<file path="src/rtl/mac_pkg.sv">
`default_nettype none
// ----------------------------------------------------------------------------
// mac_pkg : shared operand type, feeder states and latency of the signed MAC
// Rev 1.0
// ----------------------------------------------------------------------------
package mac_pkg;

    localparam int c_WIDTH   = 10;
    localparam int c_DEPTH   = 8;
    localparam int c_MAC_LAT = 2;

    typedef logic signed [c_WIDTH-1:0] operand_t;

    typedef enum logic [1:0] {
        LOAD   = 2'd0,
        CLEAR  = 2'd1,
        STREAM = 2'd2,
        DRAIN  = 2'd3
    } feeder_state_t;

endpackage
`default_nettype wire

</file>
<file path="src/rtl/mac_operand_feeder_if.sv">
`default_nettype none
// ----------------------------------------------------------------------------
// mac_operand_feeder_if : producer handshake and MAC-side operand bus
// Rev 1.0
// ----------------------------------------------------------------------------
interface mac_operand_feeder_if
    import mac_pkg::*;
#(
    parameter int WIDTH = c_WIDTH
);
    logic signed [WIDTH-1:0] in_a;
    logic signed [WIDTH-1:0] in_b;
    logic                    in_valid;
    logic                    in_last;
    logic                    in_ready;
    logic signed [WIDTH-1:0] a;
    logic signed [WIDTH-1:0] b;
    logic                    valid_in;
    logic                    mac_clear;
    logic                    dot_done;
    logic                    busy;

    modport slave (
        input  in_a, in_b, in_valid, in_last,
        output in_ready, a, b, valid_in, mac_clear, dot_done, busy
    );

    modport master (
        output in_a, in_b, in_valid, in_last,
        input  in_ready, a, b, valid_in, mac_clear, dot_done, busy
    );
endinterface
`default_nettype wire

</file>
<file path="src/rtl/mac_operand_buf.sv">
`default_nettype none
// ----------------------------------------------------------------------------
// mac_operand_buf : DEPTH-entry operand-pair register file, sync write/comb read
// Rev 1.0
// ----------------------------------------------------------------------------
module mac_operand_buf
    import mac_pkg::*;
#(
    parameter int WIDTH = c_WIDTH,
    parameter int DEPTH = c_DEPTH
) (
    input  wire logic                         clk,
    input  wire logic                         we_i,
    input  wire logic [$clog2(DEPTH)-1:0]     waddr_i,
    input  wire logic signed [WIDTH-1:0]      wa_i,
    input  wire logic signed [WIDTH-1:0]      wb_i,
    input  wire logic [$clog2(DEPTH)-1:0]     raddr_i,
    output logic signed [WIDTH-1:0]           ra_o,
    output logic signed [WIDTH-1:0]           rb_o
);
    logic [2*WIDTH-1:0] mem_q [DEPTH];

    always_ff @(posedge clk) begin
        if (we_i) begin
            mem_q[waddr_i] <= {wa_i, wb_i};
        end
    end

    assign ra_o = mem_q[raddr_i][2*WIDTH-1:WIDTH];
    assign rb_o = mem_q[raddr_i][WIDTH-1:0];
endmodule
`default_nettype wire

</file>
<file path="src/rtl/mac_operand_feeder.sv">
`default_nettype none
// ----------------------------------------------------------------------------
// mac_operand_feeder : buffers one vector of (a,b) pairs, then clears and feeds the MAC
// Rev 1.0
// ----------------------------------------------------------------------------
module mac_operand_feeder
    import mac_pkg::*;
#(
    parameter int WIDTH   = c_WIDTH,
    parameter int DEPTH   = c_DEPTH,
    parameter int MAC_LAT = c_MAC_LAT
) (
    input  wire logic           clk,
    input  wire logic           reset,
    mac_operand_feeder_if.slave bus
);
    localparam int AW = $clog2(DEPTH);
    localparam int CW = AW + 1;
    localparam int LW = $clog2(MAC_LAT) + 1;

    feeder_state_t           state_q, state_d;
    logic [CW-1:0]           count_q, count_d;
    logic [CW-1:0]           rd_ptr_q, rd_ptr_d;
    logic [LW-1:0]           drain_q, drain_d;
    logic signed [WIDTH-1:0] a_q, a_d, b_q, b_d;
    logic                    valid_q, valid_d;
    logic                    xfer;
    logic signed [WIDTH-1:0] rd_a, rd_b;

    assign xfer = bus.in_valid && (state_q == LOAD);

    mac_operand_buf #(.WIDTH(WIDTH), .DEPTH(DEPTH)) u_buf (
        .clk     (clk),
        .we_i    (xfer),
        .waddr_i (count_q[AW-1:0]),
        .wa_i    (bus.in_a),
        .wb_i    (bus.in_b),
        .raddr_i (rd_ptr_q[AW-1:0]),
        .ra_o    (rd_a),
        .rb_o    (rd_b)
    );

    always_ff @(posedge clk or negedge reset) begin
        if (!reset) begin
            state_q  <= LOAD;
            count_q  <= '0;
            rd_ptr_q <= '0;
            drain_q  <= '0;
            a_q      <= '0;
            b_q      <= '0;
            valid_q  <= 1'b0;
        end else begin
            state_q  <= state_d;
            count_q  <= count_d;
            rd_ptr_q <= rd_ptr_d;
            drain_q  <= drain_d;
            a_q      <= a_d;
            b_q      <= b_d;
            valid_q  <= valid_d;
        end
    end

    // rd_ptr runs one ahead of the pair on a/b, so STREAM ends when it reaches N.
    always_comb begin
        state_d  = state_q;
        count_d  = count_q;
        rd_ptr_d = rd_ptr_q;
        drain_d  = drain_q;
        a_d      = a_q;
        b_d      = b_q;
        valid_d  = valid_q;
        case (state_q)
            LOAD: begin
                if (xfer) begin
                    count_d = count_q + CW'(1);
                    if (bus.in_last || (count_q == CW'(DEPTH - 1))) begin
                        state_d = CLEAR;
                    end
                end
            end
            CLEAR: begin
                a_d      = rd_a;
                b_d      = rd_b;
                valid_d  = 1'b1;
                rd_ptr_d = rd_ptr_q + CW'(1);
                state_d  = STREAM;
            end
            STREAM: begin
                if (rd_ptr_q == count_q) begin
                    valid_d = 1'b0;
                    drain_d = '0;
                    state_d = DRAIN;
                end else begin
                    a_d      = rd_a;
                    b_d      = rd_b;
                    rd_ptr_d = rd_ptr_q + CW'(1);
                end
            end
            DRAIN: begin
                if (drain_q == LW'(MAC_LAT - 1)) begin
                    count_d  = '0;
                    rd_ptr_d = '0;
                    state_d  = LOAD;
                end else begin
                    drain_d = drain_q + LW'(1);
                end
            end
            default: begin
                state_d = LOAD;
            end
        endcase
    end

    assign bus.in_ready  = (state_q == LOAD);
    assign bus.busy      = (state_q != LOAD);
    assign bus.mac_clear = (state_q == CLEAR);
    assign bus.dot_done  = (state_q == DRAIN) && (drain_q == LW'(MAC_LAT - 1));
    assign bus.a         = a_q;
    assign bus.b         = b_q;
    assign bus.valid_in  = valid_q;
endmodule
`default_nettype wire

</file>
<file path="src/flat_wrapper.sv">
// flat-port wrapper written by rule: the top's interface ports become plain ports
module mac_operand_feeder_flat import mac_pkg::*;
#(
    parameter int WIDTH   = c_WIDTH,
    parameter int DEPTH   = c_DEPTH,
    parameter int MAC_LAT = c_MAC_LAT
)
  (clk, reset, bus_in_a, bus_in_b, bus_in_valid, bus_in_last, bus_in_ready, bus_a, bus_b, bus_valid_in, bus_mac_clear, bus_dot_done, bus_busy);
  mac_operand_feeder_if #(.WIDTH(WIDTH)) bus_i ();
  input  wire logic clk;
  input  wire logic reset;
  input wire logic [$bits(bus_i.in_a)-1:0] bus_in_a;
  input wire logic [$bits(bus_i.in_b)-1:0] bus_in_b;
  input wire logic [$bits(bus_i.in_valid)-1:0] bus_in_valid;
  input wire logic [$bits(bus_i.in_last)-1:0] bus_in_last;
  output wire logic [$bits(bus_i.in_ready)-1:0] bus_in_ready;
  output wire logic [$bits(bus_i.a)-1:0] bus_a;
  output wire logic [$bits(bus_i.b)-1:0] bus_b;
  output wire logic [$bits(bus_i.valid_in)-1:0] bus_valid_in;
  output wire logic [$bits(bus_i.mac_clear)-1:0] bus_mac_clear;
  output wire logic [$bits(bus_i.dot_done)-1:0] bus_dot_done;
  output wire logic [$bits(bus_i.busy)-1:0] bus_busy;
  assign bus_i.in_a = bus_in_a;
  assign bus_i.in_b = bus_in_b;
  assign bus_i.in_valid = bus_in_valid;
  assign bus_i.in_last = bus_in_last;
  assign bus_in_ready = bus_i.in_ready;
  assign bus_a = bus_i.a;
  assign bus_b = bus_i.b;
  assign bus_valid_in = bus_i.valid_in;
  assign bus_mac_clear = bus_i.mac_clear;
  assign bus_dot_done = bus_i.dot_done;
  assign bus_busy = bus_i.busy;
  mac_operand_feeder #(.WIDTH(WIDTH), .DEPTH(DEPTH), .MAC_LAT(MAC_LAT)) u_core (.clk(clk), .reset(reset), .bus(bus_i));
endmodule
</file>
<file path="config.mk">
export PLATFORM = sky130hd
export DESIGN_NAME = mac_operand_feeder_flat
export DESIGN_NICKNAME = d
export VERILOG_FILES = /design/src/rtl/mac_pkg.sv /design/src/rtl/mac_operand_feeder_if.sv /design/src/rtl/mac_operand_buf.sv /design/src/rtl/mac_operand_feeder.sv /design/src/flat_wrapper.sv
export SDC_FILE = /design/constraint.sdc
export NUM_CORES = 1
export LEC_CHECK = 0
export ABC_AREA = 1
export CAP_MARGIN = 15
export CORE_ASPECT_RATIO = 2
export CORE_MARGIN = 4
export CORE_UTILIZATION = 55
export CTS_BUF_LIST = sky130_fd_sc_hd__clkbuf_16
export DETAILED_ROUTE_END_ITERATION = 6
export DONT_BUFFER_PORTS = 1
export PLACE_DENSITY = 0.7
export REMOVE_ABC_BUFFERS = 1
export SYNTH_ARGS = -nofsm -noshare
export SYNTH_HDL_FRONTEND = slang
export SYNTH_SLANG_ARGS = --single-unit
</file>
<file path="constraint.sdc">
create_clock -name clk -period 4.4 [get_ports clk]
set_clock_uncertainty 0.05 [all_clocks]
set_input_delay 0.88 -clock clk [delete_from_list [all_inputs] [get_ports clk]]
set_output_delay 0.88 -clock clk [all_outputs]
set_load 0.005 [all_outputs]
</file>
==> run_results.csv <==
group,metric,value,unit
worst_setup_path,rr_worst_depth,9,
layout,finalNonFillerCells,1009,
yosys,synth-warning-count,0,
clock_tree,htree_levels,4,
worst_setup_path,critPathLaunchType,"flip-flop",
status,status,"completed",
worst_setup_path,critical_path_class,"reg2reg",
clock_tree,clk_pin_slew,0.07,ns
yosys,yosysMostFrequentCell,"nand2_1",
clock_tree,hold_buffers,0,
worst_hold_path,min_path_type,"in2async",
placed_design,portBuffers,0,
worst_setup_path,crit_chain,"inv_2, nand2_1, nand2_1, nor2_1, nand2_1, nand2_4, nand2_2, nand2_1, nand2_1",
sta,max_freq,357.1,MHz
yosys,synth_compound_area_share,3.284,%
sta,slew_viol_final,0,
die,dieArea,17100,um^2
sta,setup_viol_count_final,0,
worst_setup_path,crit_family,"simple AND/OR/NAND/NOR gates",
yosys,synth_fa_ha_area_share,1.216,%
clock_tree,cts-resized-gates,0,
drt,drt_pass1_iterations,5,
sta,tns,0,ns
sta,post-route-period-util,63.64,%
drt,antenna_left,0,
sta,slew_headroom,23.24,%
clock_tree,clock_sinks,193,
worst_setup_path,crit_arrival,3.06,ns
worst_setup_path,required,4.66,ns
yosys,syn_inst,813,
die,start_util,55.83,%
global_routing,grt_antenna_before_repair,0,
worst_setup_path,cp_slowest_cell,"dfrtp_1",
drt,drc,0,
worst_setup_path,crit_top_cell,"nand2_1",
global_routing,grt_pass1_wl,28290,um
yosys,synthTopCellsByArea,"edfxtp_1 (58%), nand2_1 (17%), dfrtp_1 (10%), nand3_1 (3.2%), inv_1 (2.5%)",
power,p_sw_share,37.91,%
die,core-area,14740,um^2
sta,rsz0062_at_grt,"false",
worst_setup_path,worst-path-stages,9,
power,vdd_ir_drop_max,0.4665,mV
layout,antenna_cells,0,
worst_setup_path,crit_fanout,27,
global_routing,globalRouteOverflowTotal,0,
drt,vias,5508,
sta,fin_crit,2.800,ns
yosys,synth_top_cell_by_area,"edfxtp_1",
worst_setup_path,slowest_delay,0.95,ns
yosys,synth_flop_cell,"edfxtp_1",
global_routing,grt_max_degree,86,
yosys,synth_common_cells,"nand2_1 (367), edfxtp_1 (160), inv_1 (55)",
drt,routed_wl,17510,um
yosys,synth.distinct_cells,24,
drt,wl_per_cell,17.35,um
yosys,avgSynthCellArea,10.12,um^2
layout,area_delta_synth_final,8.925,%
yosys,ys_seq_area_share,68.42,%
layout,fin_nets,835,
die,rows,63,
layout,drive_gt1_share,6.634,%
power,seqPwrFrac,41.8,%
yosys,synthMuxAreaShare,0,%
die,die_w,94.49,um
die,die_h,181.0,um
power,switchingPower,0.002222,W
worst_setup_path,setup.worst_path.end_class,"flip-flop",
power,intPower,0.003640,W
yosys,yosys.area_share.simple,22.12,%
die,ios,49,
placed_design,dp_cells,976,
clock_tree,ctsRootBufferMaster,"clkbuf_16",
clock_tree,cts_made_buffers,17,
global_routing,grt_pass1_vias,5594,
placed_design,dp_hpwl,10760,um
yosys,async_flop_share,17.10,%
placed_design,place_congestion,0.8044,
drt,avgViaCountPerCell,5.459,
power,power.leakage,3.803,nW
yosys,syn_area,8229,um^2
global_routing,grt_use_total,21.73,%
yosys,synthXorXnorAreaFrac,0,%
clock_tree,post-cts-setup-buffers,0,
clock_tree,cts_tree,"built",
yosys,synth_top_cell_area_share,58.39,%
yosys,synth_top_family_by_area,"simple AND/OR/NAND/NOR gates",
sta,worst_slew_pin_slew,1.150,ns
drt,first_iter_violations,424,
flow_run,maxCapViolations,0,
clock_tree,cts_buffer_depth,2,
power,comb_power_share,32.8,%
yosys,synth_edf_count,160,
worst_setup_path,worst-path-buf-inv,1,
sta,finalHoldViolCount,0,
yosys,synth_seq_cells,193,
power,power_density,654.0,nW/um^2
clock_tree,clock_latency,0.43,ns
power,pwr-share-clk,25.4,%
sequential cells by signal, indices dropped and copies added (netlist names):
name	count
u_core.bus.b	10
u_core.u_buf.mem_q	160
u_core.drain_q	2
u_core.bus.a	10
u_core.count_q	4
u_core.rd_ptr_q	4
u_core.state_q	2
u_core.bus.valid_in	1
routing by layer:
layer	part of all wire (%)	vias up	global-route usage [%]
met5	0	-	0
met4	2.3	0	8.502
met3	4.3	35	4.417
met2	54	154	37.70
met1	40	2700	26.14
li1	-	2619	-
area by class of cell:
cell class / instances / area [um^2]
Tap cell: 195 / 244.0
Timing Repair Buffer: 9 / 90.09
Clock inverter: 13 / 137.6
Sequential cell: 193 / 5632
Clock buffer: 17 / 425.4
Multi-Input combinational cell: 523 / 2213
Inverter: 59 / 221.5
Fill cell: 1189 / 5777
power by group through the flow:
stage	combinational, W	sequential (W)	clock (W)
after floorplan	0.00128	0.00251	0
after global placement	0.00181	0.00248	0
after detailed placement	0.00190	0.00249	0
after CTS	0.00191	0.00246	0.00151
after global routing	0.00220	0.00247	0.00158
final	0.00192	0.00245	0.00149
cells by family (layout without fill, tap and decap cells):
group                      Yosys count  count (layout)
buffers and inverters               97              98
AOI/OAI and AO/OA                   54              54
adders and majority gates            8               8
DFF                                193             193
and+or+nand+nor                    461             461
final timing paths:
path / start / end / slack [ns]
max: u_core.rd_ptr_q[2]$_DFFE_PN0P_ / u_core.bus.b[2]$_DFFE_PN0P_ / 1.60
min reg2reg: u_core.drain_q[1]$_DFFE_PN0P_ / u_core.drain_q[1]$_DFFE_PN0P_ / 0.45
min: reset / u_core.bus.a[9]$_DFFE_PN0P_ / 0.09
max reg2reg: u_core.rd_ptr_q[2]$_DFFE_PN0P_ / u_core.bus.b[2]$_DFFE_PN0P_ / 1.60
max in group asynchronous: reset / u_core.bus.b[2]$_DFFE_PN0P_ / 4.12
min in group clk: u_core.drain_q[1]$_DFFE_PN0P_ / u_core.drain_q[1]$_DFFE_PN0P_ / 0.45
through the flow:
step,setup WS (ns),utilization [%],area (um^2),power (W),hold WS (ns)
after detailed placement,1.586,56.68,8356,0.004392,0.4268
final,1.600,60.81,8964,0.005862,0.08640
after global routing,1.312,60.81,8964,0.006249,0.06688
after floorplan,0.9296,-,8043,0.003795,0.3919
after CTS,1.612,60.50,8919,0.005876,0.06995
after global placement,1.754,56.68,8356,0.004296,0.4045
layout by cell type (no fill, tap or decap):
cell type   instances
a21oi_1             9
buf_4               6
buf_8               3
bufinv_16           2
clkbuf_16          17
clkinv_1            2
clkinv_2            2
clkinv_4            2
clkinvlp_2          1
clkinvlp_4          2
dfrtp_1            32
dfrtp_2             1
edfxtp_1          160
ha_1                8
inv_1              55
inv_2               3
inv_6               3
nand2_1           367
nand2_2             1
nand2_4             1
nand3_1            52
nand3b_1            1
nand4_1             2
nor2_1             27
nor2_2              8
nor3_2              1
o21ai_0            33
o21ai_1            12
or2_2               1
Note: power is estimated with default switching activity, not from simulation.
